### config.mk
export PLATFORM = sky130hd
export DESIGN_NAME = ads9327_conv_scheduler
export DESIGN_NICKNAME = d
export VERILOG_FILES = /design/src/rtl/ads9327_conv_scheduler.sv
export SDC_FILE = /design/constraint.sdc
export NUM_CORES = 1
export LEC_CHECK = 0
export ABC_CLOCK_PERIOD_IN_PS = 6100
export CAP_MARGIN = 10
export CORE_MARGIN = 1
export CORE_UTILIZATION = 30
export DETAILED_ROUTE_END_ITERATION = 12
export PLACE_DENSITY = 0.59
export REMOVE_ABC_BUFFERS = 1
export SETUP_SLACK_MARGIN = 0.3
export SLEW_MARGIN = 10
export SYNTH_ARGS = -nofsm -noshare
export SYNTH_HDL_FRONTEND = slang
export SYNTH_SLANG_ARGS = --single-unit
export TNS_END_PERCENT = 50
### constraint.sdc
create_clock -name clk -period 6.1 [get_ports clk]
set_clock_uncertainty 0.1 [all_clocks]
set_input_delay 0.61 -clock clk [delete_from_list [all_inputs] [get_ports clk]]
set_output_delay 0.61 -clock clk [all_outputs]
set_load 0.01 [all_outputs]
### src/rtl/ads9327_conv_scheduler.sv
// ads9327_conv_scheduler
// Paces ADS9327 conversions. A free-running 13-bit tick counter marks
// conversion periods of 2^(rate_sel+6) clk cycles. Each period starts one
// frame: CONVST high, a wait gap, then a readout window for the capture path.
//
// Ports:
//   clk          single clock, rising edge
//   rst          synchronous active-high reset
//   start        one-cycle request to begin continuous conversions (idle only)
//   stop         one-cycle request to end after the current frame
//   rate_sel     period select, latched on an accepted start
//   burst_len    frames per burst, 0 = continuous (ADS9327_SCHED_BURST_EN only)
//   convst       conversion-start strobe (registered)
//   rd_en        readout-window enable (registered)
//   busy         high whenever the scheduler is not idle
//   frame_done   one-cycle pulse on the last readout cycle (registered)
//   sample_cnt   completed-frame count, wraps
//   overrun      sticky: a period tick arrived while a frame was in flight
//   dbg_state_o  current FSM state for checkers
//
// Optional feature: define ADS9327_SCHED_BURST_EN to add burst_len.
//
// Handshake: start/stop are single-cycle strobes with no ready; start is
// accepted only in IDLE with stop low, stop wins when both arrive together.
//
// Precondition: CONV_HIGH_CYC + CONV_WAIT_CYC + READ_CYC <= 63.
module ads9327_conv_scheduler #(
   parameter int CONV_HIGH_CYC = 4,
   parameter int CONV_WAIT_CYC = 16,
   parameter int READ_CYC      = 32,
   parameter int CNT_W         = 16
) (
   input  logic             clk,
   input  logic             rst,
   input  logic             start,
   input  logic             stop,
   input  logic [2:0]       rate_sel,
`ifdef ADS9327_SCHED_BURST_EN
   input  logic [7:0]       burst_len,
`endif
   output logic             convst,
   output logic             rd_en,
   output logic             busy,
   output logic             frame_done,
   output logic [CNT_W-1:0] sample_cnt,
   output logic             overrun,
   output logic [2:0]       dbg_state_o
);

   typedef enum logic [2:0] {
      IDLE      = 3'd0,
      WAIT_TICK = 3'd1,
      CONV      = 3'd2,
      GAP       = 3'd3,
      READ      = 3'd4
   } state_t;

   localparam logic [5:0] H_LAST = 6'(CONV_HIGH_CYC - 1);
   localparam logic [5:0] W_LAST = 6'(CONV_WAIT_CYC - 1);
   localparam logic [5:0] R_LAST = 6'(READ_CYC - 1);

   state_t           state_q, state_d;
   logic [5:0]       phase_q, phase_d;
   logic [12:0]      tick_cnt_q;
   logic [2:0]       rate_sel_q, rate_sel_d;
   logic             stop_pend_q, stop_pend_d;
   logic [CNT_W-1:0] sample_cnt_q, sample_cnt_d;
   logic             overrun_q, overrun_d;
   logic             convst_q, rd_en_q, frame_done_q;
   logic             convst_d, rd_en_d, frame_done_d;
   logic [12:0]      tick_mask;
   logic             tick;
   logic             in_frame;
   logic             burst_done;

`ifdef ADS9327_SCHED_BURST_EN
   logic [7:0] burst_len_q, burst_len_d, burst_cnt_q, burst_cnt_d;
   // Last frame of a finite burst is the one completing burst_len frames.
   assign burst_done = (burst_len_q != 8'd0) && ((burst_cnt_q + 8'd1) == burst_len_q);
`else
   assign burst_done = 1'b0;
`endif

   // Mask of the low (rate_sel_q+6) bits; 4-bit sum avoids 3-bit wrap at 7.
   assign tick_mask = 13'((14'd1 << ({1'b0, rate_sel_q} + 4'd6)) - 14'd1);
   assign tick      = (tick_cnt_q & tick_mask) == 13'd0;
   assign in_frame  = (state_q == CONV) || (state_q == GAP) || (state_q == READ);

   always_comb begin
      state_d      = state_q;
      phase_d      = phase_q;
      rate_sel_d   = rate_sel_q;
      stop_pend_d  = stop_pend_q;
      sample_cnt_d = sample_cnt_q;
      overrun_d    = overrun_q;
`ifdef ADS9327_SCHED_BURST_EN
      burst_len_d  = burst_len_q;
      burst_cnt_d  = burst_cnt_q;
`endif
      // A tick during a frame cannot be served later; it is only flagged.
      if (in_frame && tick) overrun_d = 1'b1;
      if (in_frame && stop) stop_pend_d = 1'b1;

      case (state_q)
         IDLE: begin
            stop_pend_d = 1'b0;
            if (start && !stop) begin
               state_d      = WAIT_TICK;
               overrun_d    = 1'b0;
               sample_cnt_d = '0;
               rate_sel_d   = rate_sel;
`ifdef ADS9327_SCHED_BURST_EN
               burst_len_d  = burst_len;
               burst_cnt_d  = 8'd0;
`endif
            end
         end
         WAIT_TICK: begin
            if (stop) begin
               state_d = IDLE;
            end else if (tick) begin
               state_d = CONV;
               phase_d = 6'd0;
            end
         end
         CONV: begin
            if (phase_q == H_LAST) begin
               state_d = GAP;
               phase_d = 6'd0;
            end else begin
               phase_d = phase_q + 6'd1;
            end
         end
         GAP: begin
            if (phase_q == W_LAST) begin
               state_d = READ;
               phase_d = 6'd0;
            end else begin
               phase_d = phase_q + 6'd1;
            end
         end
         READ: begin
            if (phase_q == R_LAST) begin
               sample_cnt_d = sample_cnt_q + CNT_W'(1);
               phase_d      = 6'd0;
`ifdef ADS9327_SCHED_BURST_EN
               burst_cnt_d  = burst_cnt_q + 8'd1;
`endif
               // A stop arriving on this very cycle also ends the run.
               if (stop_pend_q || stop || burst_done) state_d = IDLE;
               else                                   state_d = WAIT_TICK;
            end else begin
               phase_d = phase_q + 6'd1;
            end
         end
         default: state_d = IDLE;
      endcase

      // Strobes decode the next state so they leave straight from flops.
      convst_d     = (state_d == CONV);
      rd_en_d      = (state_d == READ);
      frame_done_d = (state_d == READ) && (phase_d == R_LAST);
   end

   always_ff @(posedge clk) begin
      if (rst) begin
         state_q      <= IDLE;
         phase_q      <= 6'd0;
         tick_cnt_q   <= 13'd0;
         rate_sel_q   <= 3'd0;
         stop_pend_q  <= 1'b0;
         sample_cnt_q <= '0;
         overrun_q    <= 1'b0;
         convst_q     <= 1'b0;
         rd_en_q      <= 1'b0;
         frame_done_q <= 1'b0;
`ifdef ADS9327_SCHED_BURST_EN
         burst_len_q  <= 8'd0;
         burst_cnt_q  <= 8'd0;
`endif
      end else begin
         state_q      <= state_d;
         phase_q      <= phase_d;
         tick_cnt_q   <= tick_cnt_q + 13'd1;
         rate_sel_q   <= rate_sel_d;
         stop_pend_q  <= stop_pend_d;
         sample_cnt_q <= sample_cnt_d;
         overrun_q    <= overrun_d;
         convst_q     <= convst_d;
         rd_en_q      <= rd_en_d;
         frame_done_q <= frame_done_d;
`ifdef ADS9327_SCHED_BURST_EN
         burst_len_q  <= burst_len_d;
         burst_cnt_q  <= burst_cnt_d;
`endif
      end
   end

   assign convst      = convst_q;
   assign rd_en       = rd_en_q;
   assign frame_done  = frame_done_q;
   assign busy        = (state_q != IDLE);
   assign sample_cnt  = sample_cnt_q;
   assign overrun     = overrun_q;
   assign dbg_state_o = state_q;

endmodule

==> flow_summary.ini, run 1 <==
[timing]
setup_viol = 0
min_period_over_period = 0.688
finalHoldViolCount = 0
worstMarginPinSlew_ns = 0.764
fmax_mhz = 238
slew_headroom = 0.490
slew_viol_final = 0
fin_tns_setup_ns = 0
fin_crit_ns = 4.20
hold-worst-slack_ns = 0.389
grt_setup_unrepaired = false

[synth]
avgSynthCellArea_sq_um = 8.29
synthFlopType = dfxtp_1
ys_seq_elements = 46
synth_area_sq_um = 2650
ys_async_sr_fraction = 0
yosysWarnings = 0
ys_seq_area_frac = 0.348
syn-instance-count = 319
synth_edf_count = 0
yosysUniqueCellTypes = 62

[placed_design]
port_buffers = 30
dpl.hpwl_um = 4210
place_congestion = 0.804

[critical_path]
path_buf_inv = 1
critPathCaptureType = register
required_ns = 6.21
crit_fanout = 18
cp_top_family = simple AND/OR/NAND/NOR gates
crit_path_start = rate_sel_q[1]$_SDFFE_PP0P_
path_class = register to register
startpoint_type = register
cp.depth = 13
slowest_delay_ns = 0.70
cp_slowest_cell = dfxtp_1
reg2reg_to = frame_done$_SDFF_PP0_
regToRegStartpoint = rate_sel_q[1]$_SDFFE_PP0P_
r2r_setup_slack_ns = 1.90
cp.arrival_ns = 4.31
path_cells = inv_1, ha_1, nand2_1, or3_2, ha_1, nand2_1, o21ai_0, a311oi_2, nand4_2, nor4_4, o311ai_1, a21boi_1, and4_1
reg2regPathDepth = 13

[global_route]
grt_pass1_vias = 2023
grt_pass1_wl_um = 9540
overflow = 0
antenna_found_initial = 0
grt_usage = 0.133
grt_max_degree = 23

[floorplanning]
std_cell_rows = 33
fp.dieH_um = 95.9
core_area_sq_um = 8380
io_pins = 31
die_area_sq_um = 9200
start_util = 0.316
die-width_um = 95.9

[cts]
cts_resized = 0
cts_tree = built
clock_path_buffers = 2
cts-hold-fix-buffers = 0
cts-root-buf = clkbuf_8
postCtsSetupBuffers = 0
cts.sinks = 46
cts_buffers = 5
clk_latency_ns = 0.31
htree_levels = 2
clk_pin_slew_ns = 0.09

[drt]
wl_per_cell_um = 13.1
vias_per_cell = 5.15
drt_iter0_markers = 217
firstDrtPassIters = 4
wl_um = 5840
drcViolationCount = 0
route.vias.total = 2302
ant_nets = 0

[power]
leakage_nw = 1.04
power_density_nw_per_um2 = 195
max-vdd-ir-drop_v = 0.0000904

[cells_and_area]
area_growth_pct = 17.4
nets = 358
drive_above_1_share = 0.0731
antennaDiodeCount = 0

[worst_hold_path]
holdPathStages = 2
hold_class = register to register
hp-start = sample_cnt[15]$_SDFFE_PP0P_
holdPathEnd = sample_cnt[15]$_SDFFE_PP0P_

[outcome]
outcome = finished clean

[run]
maxCapViolCount = 0
-- cells in the final DEF (no fill, tap or decap), types with 10 or more instances in the layout --
cell | synthesis | routed
dfxtp_1 | 46 | 46
nor2_1 | 38 | 38
or3_1 | 10 | 10
xor2_1 | 11 | 11
clkdlybuf4s50_1 | 0 | 30
nand2_1 | 30 | 30
inv_1 | 10 | 10
o21ai_0 | 16 | 16
a21oi_1 | 21 | 21
ha_1 | 10 | 10
nand3_1 | 13 | 13
-- sequential cells by signal, summed over array words and instances (netlist names) --
signal and cells:
sample_cnt 16, tick_cnt_q 13, rd_en 1, overrun 1, frame_done 1, dbg_state_o 3
rate_sel_q 3, convst 1, stop_pend_q 1, phase_q 6
-- metrics by stage --
stage	cells	power (mW)	utilization	worst slack, ns	instance area [sq um]
after floorplan	303	0.355	-	2.46	2550
after global placement	439	0.377	0.357	2.09	2990
after detailed placement	439	0.377	0.357	1.94	2990
after CTS	447	0.614	0.371	1.92	3110
after global routing	447	0.632	0.371	1.59	3110
final	447	0.606	0.371	1.90	3110
-- report_power, final --
part / internal [mW] / total [mW] / switching [mW]
clock network: 0.123 / 0.236 / 0.113
logic: 0.0244 / 0.0576 / 0.0332
registers: 0.304 / 0.313 / 0.00849
-- tightest hold or removal path: stages (launching register included) --
cell and delay [ns]:
dfxtp_1 0.32, o21ai_0 0.07, a21oi_1 0.06
-- layer usage --
layer  track usage  share of wire  up-vias
li1              -              -     1169
met1         0.182           0.50     1060
met2         0.207           0.44       67
met3        0.0261          0.053        6
met4        0.0498          0.015        0
met5             0              0        -
-- Yosys cell counts (all sizes together) (3+ instances only) --
library cell | count | area, sq um
o21ai | 18 | 93.8
xor2 | 11 | 96.3
nor2b | 8 | 50.1
and3 | 4 | 25.0
nand2 | 30 | 113
dfxtp | 46 | 921
nand3 | 13 | 65.1
clkbuf | 6 | 22.5
nor3 | 5 | 25.0
nand2b | 9 | 56.3
and4 | 3 | 26.3
nand4 | 9 | 62.6
buf | 10 | 68.8
or2 | 3 | 18.8
or3 | 11 | 70.1
nor4 | 3 | 33.8
nor2 | 40 | 155
xnor2 | 9 | 78.8
inv | 10 | 37.5
and2 | 3 | 18.8
o21bai | 3 | 22.5
nor4b | 3 | 47.5
a21oi | 21 | 105
ha | 10 | 125
-- how the worst max path moves through the flow --
stage / end / slack [ns]
3_5_place_dp: frame_done$_SDFF_PP0_ / 1.94
4_1_cts: frame_done$_SDFF_PP0_ / 1.92
3_3_place_gp: dbg_state_o[0]$_SDFF_PP0_ / 2.09
2_1_floorplan: frame_done$_SDFF_PP0_ / 2.46
5_1_grt: frame_done$_SDFF_PP0_ / 1.59
6_report: frame_done$_SDFF_PP0_ / 1.90
-- cell type report --
cell class / count / area [sq um]
fill: 861 / 5280
multi-input combinational: 247 / 1600
sequential: 46 / 921
timing repair buffer: 31 / 308
tap: 105 / 131
clock buffer: 5 / 68.8
clock inverter: 3 / 43.8
inverter: 10 / 37.5
-- logic make-up after synthesis --
group,Yosys count,share of synthesized area
AO/OA/AOI/OAI,64,0.164
XOR/XNOR,20,0.0662
adder cells (fa/ha/maj),10,0.0473
buffers and inverters,26,0.0487
flip-flops,46,0.348
multiplexers,1,0.00378
AND/OR/NAND/NOR,152,0.322
Power figures use the tool's default switching activity.
==> inputs of run 2 (changes only) <==
--- a/config.mk
+++ b/config.mk
@@ -5,7 +5,7 @@
 export SDC_FILE = /design/constraint.sdc
 export NUM_CORES = 1
 export LEC_CHECK = 0
-export ABC_CLOCK_PERIOD_IN_PS = 6100
+export ABC_CLOCK_PERIOD_IN_PS = 3900
 export CAP_MARGIN = 10
 export CORE_MARGIN = 1
 export CORE_UTILIZATION = 30
==> constraint.sdc (replaced) <==
create_clock -name clk -period 3.9 [get_ports clk]
set_clock_uncertainty 0.1 [all_clocks]
set_input_delay 0.39 -clock clk [delete_from_list [all_inputs] [get_ports clk]]
set_output_delay 0.39 -clock clk [all_outputs]
set_load 0.01 [all_outputs]
==> flow_summary.ini, run 2 (synthesized netlist as in run 1, its figures left out) <==
[floorplanning]
std_cell_rows = 33
die-width_um = 95.9
io_pins = 31
fp.dieH_um = 95.9
core_area_sq_um = 8380
start_util = 0.316
die_area_sq_um = 9200

[timing]
fin_tns_setup_ns = 0
grt_setup_unrepaired = false
setup_viol = 0
worstMarginPinSlew_ns = 0.736
hold-worst-slack_ns = 0.385
min_period_over_period = 0.855
fmax_mhz = 300
slew_viol_final = 0
finalHoldViolCount = 0
fin_crit_ns = 3.33
slew_headroom = 0.508

[critical_path]
cp_top_family = simple AND/OR/NAND/NOR gates
path_cells = inv_1, ha_1, nand2_1, or3_2, ha_2, nand2b_1, o21ai_0, a311oi_2, nand4_2, nor4_4, buf_4, or4b_1, a21boi_1, and4_1
path_buf_inv = 2
path_class = register to register
cp.arrival_ns = 3.48
slowest_delay_ns = 0.50
cp_slowest_cell = or4b_1
crit_fanout = 8
required_ns = 4.05
startpoint_type = register
critPathCaptureType = register

[global_route]
grt_pass1_vias = 2183
antenna_found_initial = 0
grt_usage = 0.144
grt_max_degree = 23
overflow = 0
grt_pass1_wl_um = 10300

[cells_and_area]
nFillCells = 868
mostFrequentLayoutCell = dfxtp_1
antennaDiodeCount = 0
drive_above_1_share = 0.0893
multi_input_area_sq_um = 1600
seq_area_sq_um = 922
largest_reg_flops = 16
final_cell_mix = 45 x dfxtp_1, 38 x nor2_1, 30 x nand2_1, 30 x clkdlybuf4s50_1, 21 x a21oi_1
nets = 363
stdcell_count = 452
area_growth_pct = 18.9
utilization = 0.375

[drt]
drt_iter0_markers = 141
route.vias.total = 2322
vias_per_cell = 5.14
drcViolationCount = 0
routed-wl-met3_um = 298
wl_um = 6000
routed-wl-met2_um = 2600
wl_per_cell_um = 13.3
firstDrtPassIters = 4
top_layer = met4
ant_nets = 0
drt-met1-wl_um = 2980

[worst_hold_path]
hold_class = register to register

[power]
clockPowerShare = 0.383
max-vdd-ir-drop_v = 0.000132
switching_share = 0.250
pwr-share-seq = 0.515
power_switching_uw = 236
combinationalPowerShare = 0.102
power_density_nw_per_um2 = 301
leakage_nw = 1.05
power.total_uw = 945
cell_internal_pwr_uw = 709

[run]
maxCapViolCount = 0

[cts]
htree_levels = 2
clock_path_buffers = 2
clk_latency_ns = 0.31
clk_pin_slew_ns = 0.09
cts.sinks = 46
cts_buffers = 5
cts_tree = built
cts-hold-fix-buffers = 0
cts-root-buf = clkbuf_8

[placed_design]
place_congestion = 0.805
port_buffers = 30
dpl.hpwl_um = 4260
dp_cells = 443

[outcome]
outcome = finished clean
==> run 2: cell types whose count changed in the layout (fill, tap and decap cells not counted), sizes merged <==
cell and change:
buf +5, clkbuf +1, clkinv -1, clkinvlp +1, inv -1
==> run 2: stage by stage <==
stage | setup WS [ns] | cell area, sq um
floorplan | 0.256 | 2550
detailed placement | 0.328 | 3020
CTS | 0.313 | 3130
global route | 0.384 | 3140
finish | 0.567 | 3140
global placement | 0.469 | 3020
==> run 2: power groups by stage <==
| stage | Clock, mW | Combinational, mW | Sequential, mW |
|---|---|---|---|
| floorplan | 0 | 0.0591 | 0.497 |
| global placement | 0 | 0.0955 | 0.497 |
| detailed placement | 0 | 0.0959 | 0.498 |
| CTS | 0.375 | 0.0964 | 0.487 |
| global route | 0.396 | 0.108 | 0.489 |
| finish | 0.362 | 0.0963 | 0.487 |
==> run 2: final cells by class <==
| class | instances | share of cell area |
|---|---|---|
| multi-input cells | 247 | 0.508 |
| flip-flops and latches | 46 | 0.293 |
| inverters | 10 | 0.0119 |
| clock buffers | 6 | 0.0231 |
| repair buffers | 36 | 0.110 |
| clock inverters | 2 | 0.0119 |
| well taps | 105 | 0.0418 |
==> run 2: repair_timing <==
item                       in CTS  in global routing
gates resized for setup         0                  2
buffers inserted                0                  1
setup endpoints to repair       0                  6
==> run 2: routing by layer <==
metal / vias to the layer above / track usage
met1: 1069 / 0.189
met5: - / 0
met2: 63 / 0.230
li1: 1179 / -
met4: 0 / 0.0622
met3: 11 / 0.0284
==> run 2: path summary, 6_finish.rpt <==
check | start | end | slack (ns) | depth (start not counted)
hold / removal | tick_cnt_q[0]$_SDFF_PP0_ | tick_cnt_q[0]$_SDFF_PP0_ | 0.38 | 1
setup / recovery | rate_sel_q[2]$_SDFFE_PP0P_ | frame_done$_SDFF_PP0_ | 0.57 | 14
hold reg to reg | tick_cnt_q[0]$_SDFF_PP0_ | tick_cnt_q[0]$_SDFF_PP0_ | 0.38 | 1
setup reg to reg | rate_sel_q[2]$_SDFFE_PP0P_ | frame_done$_SDFF_PP0_ | 0.57 | 14
